--- src/rtl/sha_pad_ctrl.sv ---
// Packs a UART byte stream into 512-bit SHA message blocks. The controller appends
// the 0x80 marker, zero fill and the 64-bit big-endian bit length, then sequences the core.
module sha_pad_ctrl #(
    parameter int END_ON_CR = 0
) (
    input  logic        sys_clk,
    input  logic        sys_rst,
    input  logic [7:0]  rx_data,
    input  logic        rx_valid,
    output logic        rx_ready,
    input  logic        msg_end,
    output logic [31:0] blk_word,
    output logic [3:0]  blk_idx,
    output logic        blk_we,
    output logic        sha_start,
    output logic        sha_first,
    input  logic        sha_done,
    output logic        busy,
    output logic        msg_done
);

    typedef enum logic [2:0] {
        S_IDLE, S_FILL, S_PAD80, S_PADZ, S_LENHI, S_LENLO, S_START, S_WAIT
    } state_t;

    state_t      r_state;
    state_t      w_state_nxt;
    logic [6:0]  r_pos;
    logic [31:0] r_byte_cnt;
    logic [31:0] r_acc;
    logic [31:0] r_blk_word;
    logic [3:0]  r_blk_idx;
    logic        r_blk_we;
    logic        r_pend_end;
    logic        r_pad_cont;
    logic        r_first;
    logic        r_len_done;
    logic        r_msg_done;

    logic        w_rx_ready;
    logic        w_pop;
    logic        w_is_cr;
    logic        w_byte_wr;
    logic        w_end_evt;
    logic        w_pad_wr;
    logic [7:0]  w_pad_byte;
    logic        w_wr;
    logic [7:0]  w_wr_byte;
    logic [31:0] w_acc_nxt;
    logic        w_word_full;
    logic        w_wait_done;

    // Once an end is pending no further message bytes may be taken.
    assign w_rx_ready  = !sys_rst && ((r_state == S_IDLE) ||
                         (r_state == S_FILL && r_pos != 7'd64 && !r_pend_end));
    assign w_pop       = rx_valid && w_rx_ready;
    assign w_is_cr     = (END_ON_CR != 0) && (rx_data == 8'h0D);
    assign w_byte_wr   = w_pop && !w_is_cr;
    assign w_end_evt   = msg_end || (w_pop && w_is_cr);
    assign w_wr        = w_byte_wr || w_pad_wr;
    assign w_wr_byte   = w_pad_wr ? w_pad_byte : rx_data;
    assign w_word_full = w_wr && (r_pos[1:0] == 2'd3);
    assign w_wait_done = (r_state == S_WAIT) && sha_done;

    always_comb begin
        w_acc_nxt = r_acc;
        case (r_pos[1:0])
            2'd0: w_acc_nxt[31:24] = w_wr_byte;
            2'd1: w_acc_nxt[23:16] = w_wr_byte;
            2'd2: w_acc_nxt[15:8]  = w_wr_byte;
            2'd3: w_acc_nxt[7:0]   = w_wr_byte;
        endcase
    end

    always_comb begin
        w_state_nxt = r_state;
        w_pad_wr    = 1'b0;
        w_pad_byte  = 8'h00;
        case (r_state)
            S_IDLE: begin
                if (w_byte_wr)      w_state_nxt = S_FILL;
                else if (w_end_evt) w_state_nxt = S_PAD80;
            end
            S_FILL: begin
                if (r_pos == 7'd64)  w_state_nxt = S_START;
                else if (r_pend_end) w_state_nxt = S_PAD80;
            end
            S_PAD80: begin
                w_pad_wr    = 1'b1;
                w_pad_byte  = 8'h80;
                w_state_nxt = S_PADZ;
            end
            S_PADZ: begin
                if (r_pos == 7'd56)      w_state_nxt = S_LENHI;
                else if (r_pos == 7'd64) w_state_nxt = S_START;
                else                     w_pad_wr    = 1'b1;
            end
            S_LENHI: w_state_nxt = S_LENLO;
            S_LENLO: w_state_nxt = S_START;
            S_START: w_state_nxt = S_WAIT;
            S_WAIT: begin
                if (sha_done) begin
                    if (r_len_done)      w_state_nxt = S_IDLE;
                    else if (r_pad_cont) w_state_nxt = S_PADZ;
                    else if (r_pend_end) w_state_nxt = S_PAD80;
                    else                 w_state_nxt = S_FILL;
                end
            end
            default: w_state_nxt = S_IDLE;
        endcase
    end

    always_ff @(posedge sys_clk) begin
        if (sys_rst) begin
            r_state    <= S_IDLE;
            r_pos      <= 7'd0;
            r_byte_cnt <= 32'd0;
            r_pend_end <= 1'b0;
            r_pad_cont <= 1'b0;
            r_first    <= 1'b1;
            r_len_done <= 1'b0;
            r_msg_done <= 1'b0;
            r_blk_we   <= 1'b0;
            r_blk_word <= 32'd0;
            r_blk_idx  <= 4'd0;
        end else begin
            r_state    <= w_state_nxt;
            r_msg_done <= w_wait_done && r_len_done;
            r_blk_we   <= w_word_full;
            if (w_wr)
                r_pos <= r_pos + 7'd1;
            if (w_word_full) begin
                r_blk_word <= w_acc_nxt;
                r_blk_idx  <= r_pos[5:2];
            end
            if (w_byte_wr)
                r_byte_cnt <= r_byte_cnt + 32'd1;
            if (w_end_evt)
                r_pend_end <= 1'b1;
            if (r_state == S_PADZ && r_pos == 7'd64)
                r_pad_cont <= 1'b1;
            if (r_state == S_LENLO)
                r_len_done <= 1'b1;
            if (r_state == S_START)
                r_first <= 1'b0;
            // A new block always starts at byte 0; the final block also closes the message.
            if (w_wait_done) begin
                r_pos      <= 7'd0;
                r_pad_cont <= 1'b0;
                if (r_len_done) begin
                    r_byte_cnt <= 32'd0;
                    r_pend_end <= 1'b0;
                    r_len_done <= 1'b0;
                    r_first    <= 1'b1;
                end
            end
        end
    end

    always_ff @(posedge sys_clk) begin
        if (w_wr)
            r_acc <= w_acc_nxt;
    end

    assign rx_ready  = w_rx_ready;
    assign busy      = !sys_rst && (r_state != S_IDLE);
    assign sha_start = !sys_rst && (r_state == S_START);
    assign sha_first = sha_start && r_first;
    assign msg_done  = !sys_rst && r_msg_done;
    assign blk_we    = !sys_rst && (r_blk_we || r_state == S_LENHI || r_state == S_LENLO);

    always_comb begin
        blk_word = r_blk_word;
        blk_idx  = r_blk_idx;
        if (sys_rst) begin
            blk_word = 32'd0;
            blk_idx  = 4'd0;
        end else if (r_state == S_LENHI) begin
            blk_word = {29'd0, r_byte_cnt[31:29]};
            blk_idx  = 4'd14;
        end else if (r_state == S_LENLO) begin
            blk_word = {r_byte_cnt[28:0], 3'b000};
            blk_idx  = 4'd15;
        end
    end

endmodule

--- config.mk ---
export PLATFORM = sky130hd
export DESIGN_NAME = sha_pad_ctrl
export DESIGN_NICKNAME = d
export VERILOG_FILES = /design/src/rtl/sha_pad_ctrl.sv
export SDC_FILE = /design/constraint.sdc
export NUM_CORES = 1
export LEC_CHECK = 0
export CORE_MARGIN = 5
export CORE_UTILIZATION = 54
export CTS_BUF_LIST = sky130_fd_sc_hd__clkbuf_2
export DETAILED_ROUTE_END_ITERATION = 16
export PLACE_DENSITY = 0.75
export SYNTH_ARGS = -nofsm -noshare
export SYNTH_HDL_FRONTEND = slang
export SYNTH_SLANG_ARGS = --single-unit
--- constraint.sdc ---
create_clock -name sys_clk -period 4 [get_ports sys_clk]
set_input_delay 0.8 -clock sys_clk [delete_from_list [all_inputs] [get_ports sys_clk]]
set_output_delay 0.8 -clock sys_clk [all_outputs]
set_load 0.005 [all_outputs]
======== Word level (Yosys, flattened, before mapping) ========
Cells that the tools add are included.
word-level totals
  bits of input ports ..................... 13
  output and inout bits ................... 42
  bits in registers ....................... 116
  logic and storage cells ................. 93
cells by class
  reduce and logical (&&, ||, !) cells .... 24
  mux-type cells .......................... 38
  eq/ne operators ......................... 17
  $add $sub $neg .......................... 2
operator list
  kind                                                                   count
  32-bit 2-to-1 mux                                                      6
  8-bit 2-to-1 mux                                                       6
  32-bit by 1-bit adder with 32-bit output, second input constant        1
  3-bit case mux with 8 select lines                                     1
  3-bit 2-to-1 mux                                                       7
  1-bit logical AND                                                      13
  3-bit equality test, second input constant                             4
  4-bit 2-to-1 mux                                                       3
  1-bit 2-to-1 mux                                                       11
  7-bit by 1-bit adder with 7-bit output, second input constant          1
  7-bit by 6-bit equality test with 1-bit output, second input constant  1
  7-bit equality test, second input constant                             1
  7-bit != test, second input constant                                   1
  3-bit by 2-bit equality test with 1-bit output, second input constant  2
  2-bit 2-to-1 mux                                                       3
  3-bit != test, second input constant                                   2
  2-bit equality test, second input constant                             2
  1-bit logical OR                                                       4
  4-bit AND reduction                                                    1
  3-bit by 1-bit equality test with 1-bit output, second input constant  1
  3-bit logical NOT                                                      1
  3-bit by 2-bit != test with 1-bit output, second input constant        1
  3-bit nonzero test                                                     1
  2-bit by 1-bit equality test with 1-bit output, second input constant  1
  other kinds (5)                                                        6

======== Depth between registers and ports, before layout ========
Gate-level depths: netlist of run 1.
  depth in word-level cells ............... 9
  gate-level depth with buffers ........... 9
  gate-level depth less buffers ........... 8

======== Worst setup path before layout of run 1 ========
OpenSTA, ideal clock, no wires.
  path kind ............................... in2reg
  start point ............................. input port sys_rst
  end point ............................... register r_acc[10] (enable)
  buffers on the path ..................... 3
  setup time .............................. 0.398 ns
  path slack .............................. 1.107 ns
  stages .................................. 7
  required time ........................... 3.602 ns
  arrival ................................. 2.495 ns
  cells stage by stage .................... clkbuf_1 > nor3_2 > and3_1 > buf_4 > a22oi_4 > inv_2 > clkbuf_1
on the way
  longest elaborated chain between the ends .. 4
RTL lines
  what                  line  text
  start, declared       7     input logic sys_rst,
  1-bit logical NOT     54    assign w_rx_ready = !sys_rst && ((r_state == S_IDLE) ||
  1-bit logical AND     54
  1-bit logical AND     56    assign w_pop = rx_valid && w_rx_ready;
  1-bit logical OR      60    assign w_wr = w_byte_wr || w_pad_wr;
  via w_wr              47    logic w_wr;
  end signal, assigned  162   r_acc <= w_acc_nxt;
  end, declared         30    logic [31:0] r_acc;
The timed path passes the listed nets, and every way through them passes these cells.
A chain may end at the register's enable or synchronous reset.

======== Worst setup path after layout of run 1 ========
  start point ............................. register r_state[1]
  end point ............................... output port blk_word[5]
on the way
  longest elaborated chain between the ends .. 4
  elaborated cells between the ends (all ways) .. 5
  classes of those cells .................. eq/ne: 2; mux: 3
RTL lines
  what                    line  text
  start, declared         26    state_t r_state;
  start signal, assigned  127   r_state <= w_state_nxt;
  3-bit equality test     181   end else if (r_state == S_LENLO) begin
  32-bit 2-to-1 mux       181
  32-bit 2-to-1 mux *     178   end else if (r_state == S_LENHI) begin
  32-bit 2-to-1 mux *     175   if (sys_rst) begin
  end, declared           12    output logic [31:0] blk_word,
Every way passes the cells marked *; elsewhere a longest branch is shown, timed or not.

==> run metrics, run 1 <==
Yosys reg bits=108; worst skew pair latency=approximately 0.6 ns; placed cell count=780; die width=110.5 um; most frequent cells in the layout=nand2_1, dfxtp_1, a21oi_1; clk buf depth=2; Main synth FF type=dfxtp_1; met3 GRT Util=0.05306; Diodes inserted=0; unrepaired setup endpoints after global routing=false; core area=9819 um2; minimum clock period=3.734 ns; global routing's busiest layer=met2; DR WL/cell=17.53 um; row count=36; chip height=110.5 um; cell type of the slowest stage on the worst timing path=dfxtp_1; CP bufs+invs=1; cell breakdown of the critical path=or2_2, nand2_1, a21oi_1, clkdlybuf4s50_1; Multi-input gate area=around 2800 um2; cell leakage power=0.002305 uW; H-tree Lvls=3; VDD IR max=around 0.31 mV; register area=2402 um2; largest net degree at the start of global routing=33; CP endpoint kind=output pin; Sinks on Clock Net=108; PwrDens=475.1 nW/um2; die area=~12000 um2; met1 Usage GRT=0.2759; area grow syn2layout=13.23%; Final Max Tran Viols=0; Syn Std Cell Area=5449 um2; Total GRT Usage=0.2310; Synth Instances=631; final setup fails=0; commonest non-fill, non-tap cell in the layout=nand2_1; critical hold path startpoint=r_first; setup TNS=0 ns; clock root cell=clkbuf_2; Worst-path clk slew=0.28 ns; Worst slew margin=0.4949; Hold/Removal Path Class=flip-flop to flip-flop; nets@finish=676; postcts setup bufs=0; Filler cells=a little over 900; fin crit share=0.9335; WL final=13960 um; pre-CTS setup slack=0.6455 ns; Vias=~4700; first-pass GRT wire length=~23000 um; crit-path max cell delay=between 0.8 and 0.9 ns; Via density=5.957; Worst-Margin Slew=0.7508 ns; Max-Cap Viols=0; Non-Filler Instances=796; gr ovfl total=0; sequential area share after synthesis=0.4409; CP Data Arrival Time=2.93 ns; yosys warns=0; Iter 0 DRT Violations=362; total power draw=2931 uW; crit start category=flip-flop; drt pass-1 iters=5; initial antenna violation count=0; Syn Area/Cell=about 8.6 um2; critical path peak fanout=29; EDFF count, synth=24; GR Layer Usage met2=0.3952; Worst Setup SP=r_state[1]; Fmax=~270 MHz; Finished Core Util=0.6283; worst r2r src=r_pos[0]; ys async rst share=0; vias in the first global route=4715; status=completed; Final Hold Violating Endpoints=0; residual DRC count=0; clock buffer count from CTS=9; post-DP HPWL=roughly 9900 um; CTS tree=built; clk_skew=0.02529 ns; Initial Util=0.5549; count of buffers from port buffering=54; CP top delay family=flip-flops; GPL Wtd Cong=between 0.8 and 0.9; Hold-fix buffers, CTS=0; fin worst setup slack=around 0.27 ns; Unique masters post-synth=52; share of cells above drive strength 1=0.08899; number of I/O pins=55; Final ANT Viol Nets=0; Worst Path Required=3.20 ns; Mapped Nets=649; Setup CP Type=flip-flop to output pin
## worst min-delay path, cell delays in order (launching register included)
cell and delay, ns:
dfxtp_1 0.37, nand2_1 0.05, nand2_1 0.04
## logic make-up (layout without fill, tap and decap cells)
group | count (synthesis) | in the layout | synth area share
AO/OA/AOI/OAI | 191 | 191 | 0.2253
flip-flops | 108 | 108 | 0.4409
buffers and inverters | 57 | 89 | 0.04363
multiplexers | 23 | 23 | 0.04707
adder cells (fa/ha/maj) | 5 | 5 | 0.01148
XOR/XNOR | 9 | 9 | 0.01447
AND/OR/NAND/NOR | 238 | 238 | 0.2172
## cell usage after synthesis (2+ instances only)
cell type  count  area, um2
a21boi_0       8      60.06
a21o_1        22      165.2
a21oi_1       80      400.4
a31o_2         2      17.52
a31oi_1        2      12.51
a32o_1         3      30.03
and2_1         5      31.28
and3_1         6      37.54
and4_1         2      17.52
buf_1          6      22.52
buf_2          7      35.03
buf_4          4      30.03
clkbuf_1      30      112.6
dfxtp_1       84       1682
edfxtp_1      24      720.7
ha_1           5      62.56
inv_1          9      33.78
mux2_2        21      236.5
mux2i_1        2      20.02
nand2_1       89      334.1
nand2b_1       5      31.28
nand3_1       24      120.1
nand3b_1       5      37.54
nand4_1        9      56.30
nor2_1        41      153.9
nor2b_1        6      37.54
nor3_1         4      20.02
nor4_1         3      18.77
o211a_1       23      230.2
o21ai_0       37      185.2
o31ai_1        6      45.04
or2_2          3      18.77
or3_1         22      137.6
or4_1          7      52.55
xnor2_1        5      43.79
xor2_1         4      35.03
## final cells by class
| type | count | area share |
|---|---|---|
| multi-input cells | 466 | 0.4575 |
| flip-flops and latches | 108 | 0.3894 |
| repair buffers | 63 | 0.09856 |
| well taps | 133 | 0.02697 |
| clock inverters | 5 | 0.01257 |
| clock buffers | 11 | 0.008923 |
| inverters | 10 | 0.006084 |
## power breakdown
part	total, uW	internal (uW)	switching (uW)
clock network	568	210	358
logic	884	343	541
registers	1480	1360	118
total	2930	1910	1020
## what timing repair did
| action | 4_1_cts | 5_1_grt |
|---|---|---|
| setup endpoints to repair | 0 | 30 |
| gates resized for setup | 0 | 1 |
| hold endpoints to repair | 0 | 0 |
## sequential cells by signal, indices dropped and copies added, names as in the netlist
signal      cells
r_byte_cnt     32
r_pos           7
r_msg_done      1
r_state         3
r_len_done      1
r_blk_idx       4
r_blk_word     32
r_acc          24
r_pend_end      1
r_pad_cont      1
r_first         1
r_blk_we        1
## stage by stage
step | hold slack, ns | area (um2)
floorplan | 0.4149 | 5449
global placement | 0.4346 | 6030
detailed placement | 0.4345 | 6030
CTS | 0.4614 | 6162
global route | 0.4739 | 6170
finish | 0.4632 | 6170
## routing by layer
metal  part of all wire  wire length (um)  vias up
met5                  0                 0        -
met4              0.031               431        0
met3              0.045               626       27
met2               0.50              6930      136
met1               0.43              5967     2258
li1                   -                 -     2321
## final timing paths
check | cells past startpoint | slack (ns) | endpoint
max reg2reg | 8 | 1.03 | r_blk_word[1]
min reg2reg | 2 | 0.46 | r_first
max | 4 | 0.27 | blk_word[5]
min | 2 | 0.46 | r_first
Power figures use the tool's default switching activity.
==> run 2: changes to the inputs <==
--- a/config.mk
+++ b/config.mk
@@ -5,9 +5,9 @@
 export SDC_FILE = /design/constraint.sdc
 export NUM_CORES = 1
 export LEC_CHECK = 0
-export CORE_MARGIN = 5
+export CORE_MARGIN = 1.5
 export CORE_UTILIZATION = 54
-export CTS_BUF_LIST = sky130_fd_sc_hd__clkbuf_2
+export CTS_BUF_LIST = sky130_fd_sc_hd__clkbuf_2 sky130_fd_sc_hd__clkbuf_4 sky130_fd_sc_hd__clkbuf_8
 export DETAILED_ROUTE_END_ITERATION = 16
 export PLACE_DENSITY = 0.75
 export SYNTH_ARGS = -nofsm -noshare
==> run 2 against run 1 <==
Net effect: cell area increased by 1.1%; register-to-register slack got worse by 0.06 ns; worst setup slack improved by 0.14 ns; wire length decreased by 1.0%; first-iteration DRC count decreased by 18%; utilization increased by 0.98 points; sequential power about the same; critical path depth unchanged; power increased by 4.0%; sequential cell count unchanged; clock skew decreased by 0.016 ns; critical path type unchanged; largest cell class unchanged; highest routed layer unchanged.
==> run metrics, run 2 (same netlist as run 1, synthesis figures left out) <==
VDD IR max=0.4020 mV (+30%); capturing point of the worst reg2reg path=r_blk_word[3]; CTS tree=built; vias in the first global route=4392 (-6.9%); Filler cells=881 (-2.8%); Worst slew margin=0.2284 (-0.2665); post-cts resize count=0 (unchanged); core area=9774 um2 (-0.46%); Hold-fix buffers, CTS=0 (unchanged); die area=10700 um2 (-12%); register area=2402 um2 (unchanged); die width=103.5 um (-6.3%); clock buffer count from CTS=9 (unchanged); CP endpoint kind=output pin; Max-Cap Viols=0 (unchanged); worst skew pair latency=0.38 ns (-0.22 ns); Total GRT Usage=0.2718 (+0.04079); Final ANT Viol Nets=0 (unchanged); most frequent cells in the layout=nand2_1, dfxtp_1, a21oi_1; Vias=4796 (+1.1%); cell leakage power=0.002323 uW (+0.77%); Final Hold Violating Endpoints=0 (unchanged); PwrDens=489.0 nW/um2 (+2.9%); hold path endpoint=r_first; first-pass GRT wire length=21960 um (-5.3%); Hold/Removal Path Class=flip-flop to flip-flop; cell type of the slowest stage on the worst timing path=o21ai_2; CP bufs+invs=1 (unchanged); DR WL/cell=17.35 um (-1.0%); GPL Wtd Cong=0.8562 (+0.84%); area grow syn2layout=14.47%; clk_skew=0.009385 ns (-0.01590 ns); cell breakdown of the critical path=nand2b_1, o21ai_2, a21oi_1, clkdlybuf4s50_1; largest net degree at the start of global routing=34 (+3.0%); commonest non-fill, non-tap cell in the layout=nand2_1; residual DRC count=0 (unchanged); critical hold path startpoint=r_first; crit-path max cell delay=0.90 ns (+0.05 ns); Iter 0 DRT Violations=296 (-18%); Fmax=278.4 MHz (+4.0%); post-DP HPWL=9740 um (-1.4%); final setup fails=0 (unchanged); Initial Util=0.5575 (+0.002557); chip height=103.5 um (-6.3%); number of I/O pins=55 (unchanged); nets@finish=676 (unchanged); unrepaired setup endpoints after global routing=false; Worst R2R Setup Slack=0.97 ns (-0.06 ns); Sinks on Clock Net=108 (unchanged); Hold Crit Depth=2 (unchanged); critical path peak fanout=30 (+3.4%); row count=36 (unchanged); gr ovfl total=0 (unchanged); postcts setup bufs=0 (unchanged); largest registers=r_blk_word x32, r_byte_cnt x32, r_acc x24; Setup CP Type=flip-flop to output pin; CP Data Arrival Time=2.79 ns (-0.14 ns); WL final=13810 um (-1.0%); fin crit share=0.8979 (-0.03560); minimum clock period=3.591 ns (-0.1424 ns); worst r2r src=r_pos[0]; clock root cell=clkbuf_8; Multi-input gate area=2815 um2 (-0.27%); count of buffers from port buffering=54 (unchanged); H-tree Lvls=3 (unchanged); Diodes inserted=0 (unchanged); setup TNS=0 ns (unchanged); CP top delay family=compound AO/OA/AOI/OAI gates; crit start category=flip-flop; total power draw=3050 uW (+4.0%); Reg2Reg Depth=8 (unchanged); Worst Path Required=3.20 ns (about the same); status=completed; initial antenna violation count=0 (unchanged); Via density=6.025 (+1.1%); Final Max Tran Viols=0 (unchanged); share of cells above drive strength 1=0.09050 (+0.001508); Worst-path clk slew=0.11 ns (-0.17 ns); Worst-Margin Slew=1.157 ns (+0.4065 ns); drt pass-1 iters=5 (unchanged); clk buf depth=2 (unchanged)
-- run 2: area by class of cell --
class / count / area share
multi-input cells: 466 / 0.4514
well taps: 133 / 0.02668
clock buffers: 9 / 0.01986
clock inverters: 7 / 0.01344
repair buffers: 63 / 0.09749
flip-flops and latches: 108 / 0.3852
inverters: 10 / 0.006018
-- run 2: worst min-delay path, stage by stage, from the launching register on --
cell	delay (ns)
dfxtp_1	0.32
nand2_1	0.05
nand2_1	0.04
-- run 2: stage by stage --
stage | instances | cell area [um2] | worst slack, ns | hold slack [ns] | utilization
3_3_place_gp | 780 | 6030 | 0.6928 | 0.4292 | 0.6169
6_report | 796 | 6237 | 0.4086 | 0.4506 | 0.6381
4_1_cts | 796 | 6237 | 0.4176 | 0.4545 | 0.6381
3_5_place_dp | 780 | 6030 | 0.6435 | 0.4380 | 0.6169
2_1_floorplan | 631 | 5449 | 1.107 | 0.4149 | -
5_1_grt | 796 | 6237 | 0.1841 | 0.4787 | 0.6381
-- run 2: per-layer routing --
layer / vias up / track usage / part of all wire
met5: - / 0 / 0
met4: 0 / 0.1091 / 0.033
met3: 37 / 0.05242 / 0.057
met2: 183 / 0.4676 / 0.50
met1: 2257 / 0.3358 / 0.41
li1: 2319 / - / -
-- run 2: report_power, final --
part	switching (uW)	leakage [uW]	internal, uW	total [uW]
clock network	398	0.000102	301	699
logic	533	0.00131	342	875
registers	117	0.000909	1360	1480
total	1050	0.00232	2000	3050
-- run 2: how the worst max path moves through the flow --
stage          slack, ns  startpoint  cells after the start           end
3_5_place_dp        0.64     sys_rst                      5  blk_word[24]
5_1_grt             0.18  r_state[2]                      4  blk_word[24]
3_3_place_gp        0.69     sys_rst                      5  blk_word[24]
6_report            0.41  r_state[2]                      4  blk_word[24]
2_1_floorplan       1.11     sys_rst                      7     r_acc[10]
4_1_cts             0.42  r_state[0]                      4  blk_word[24]
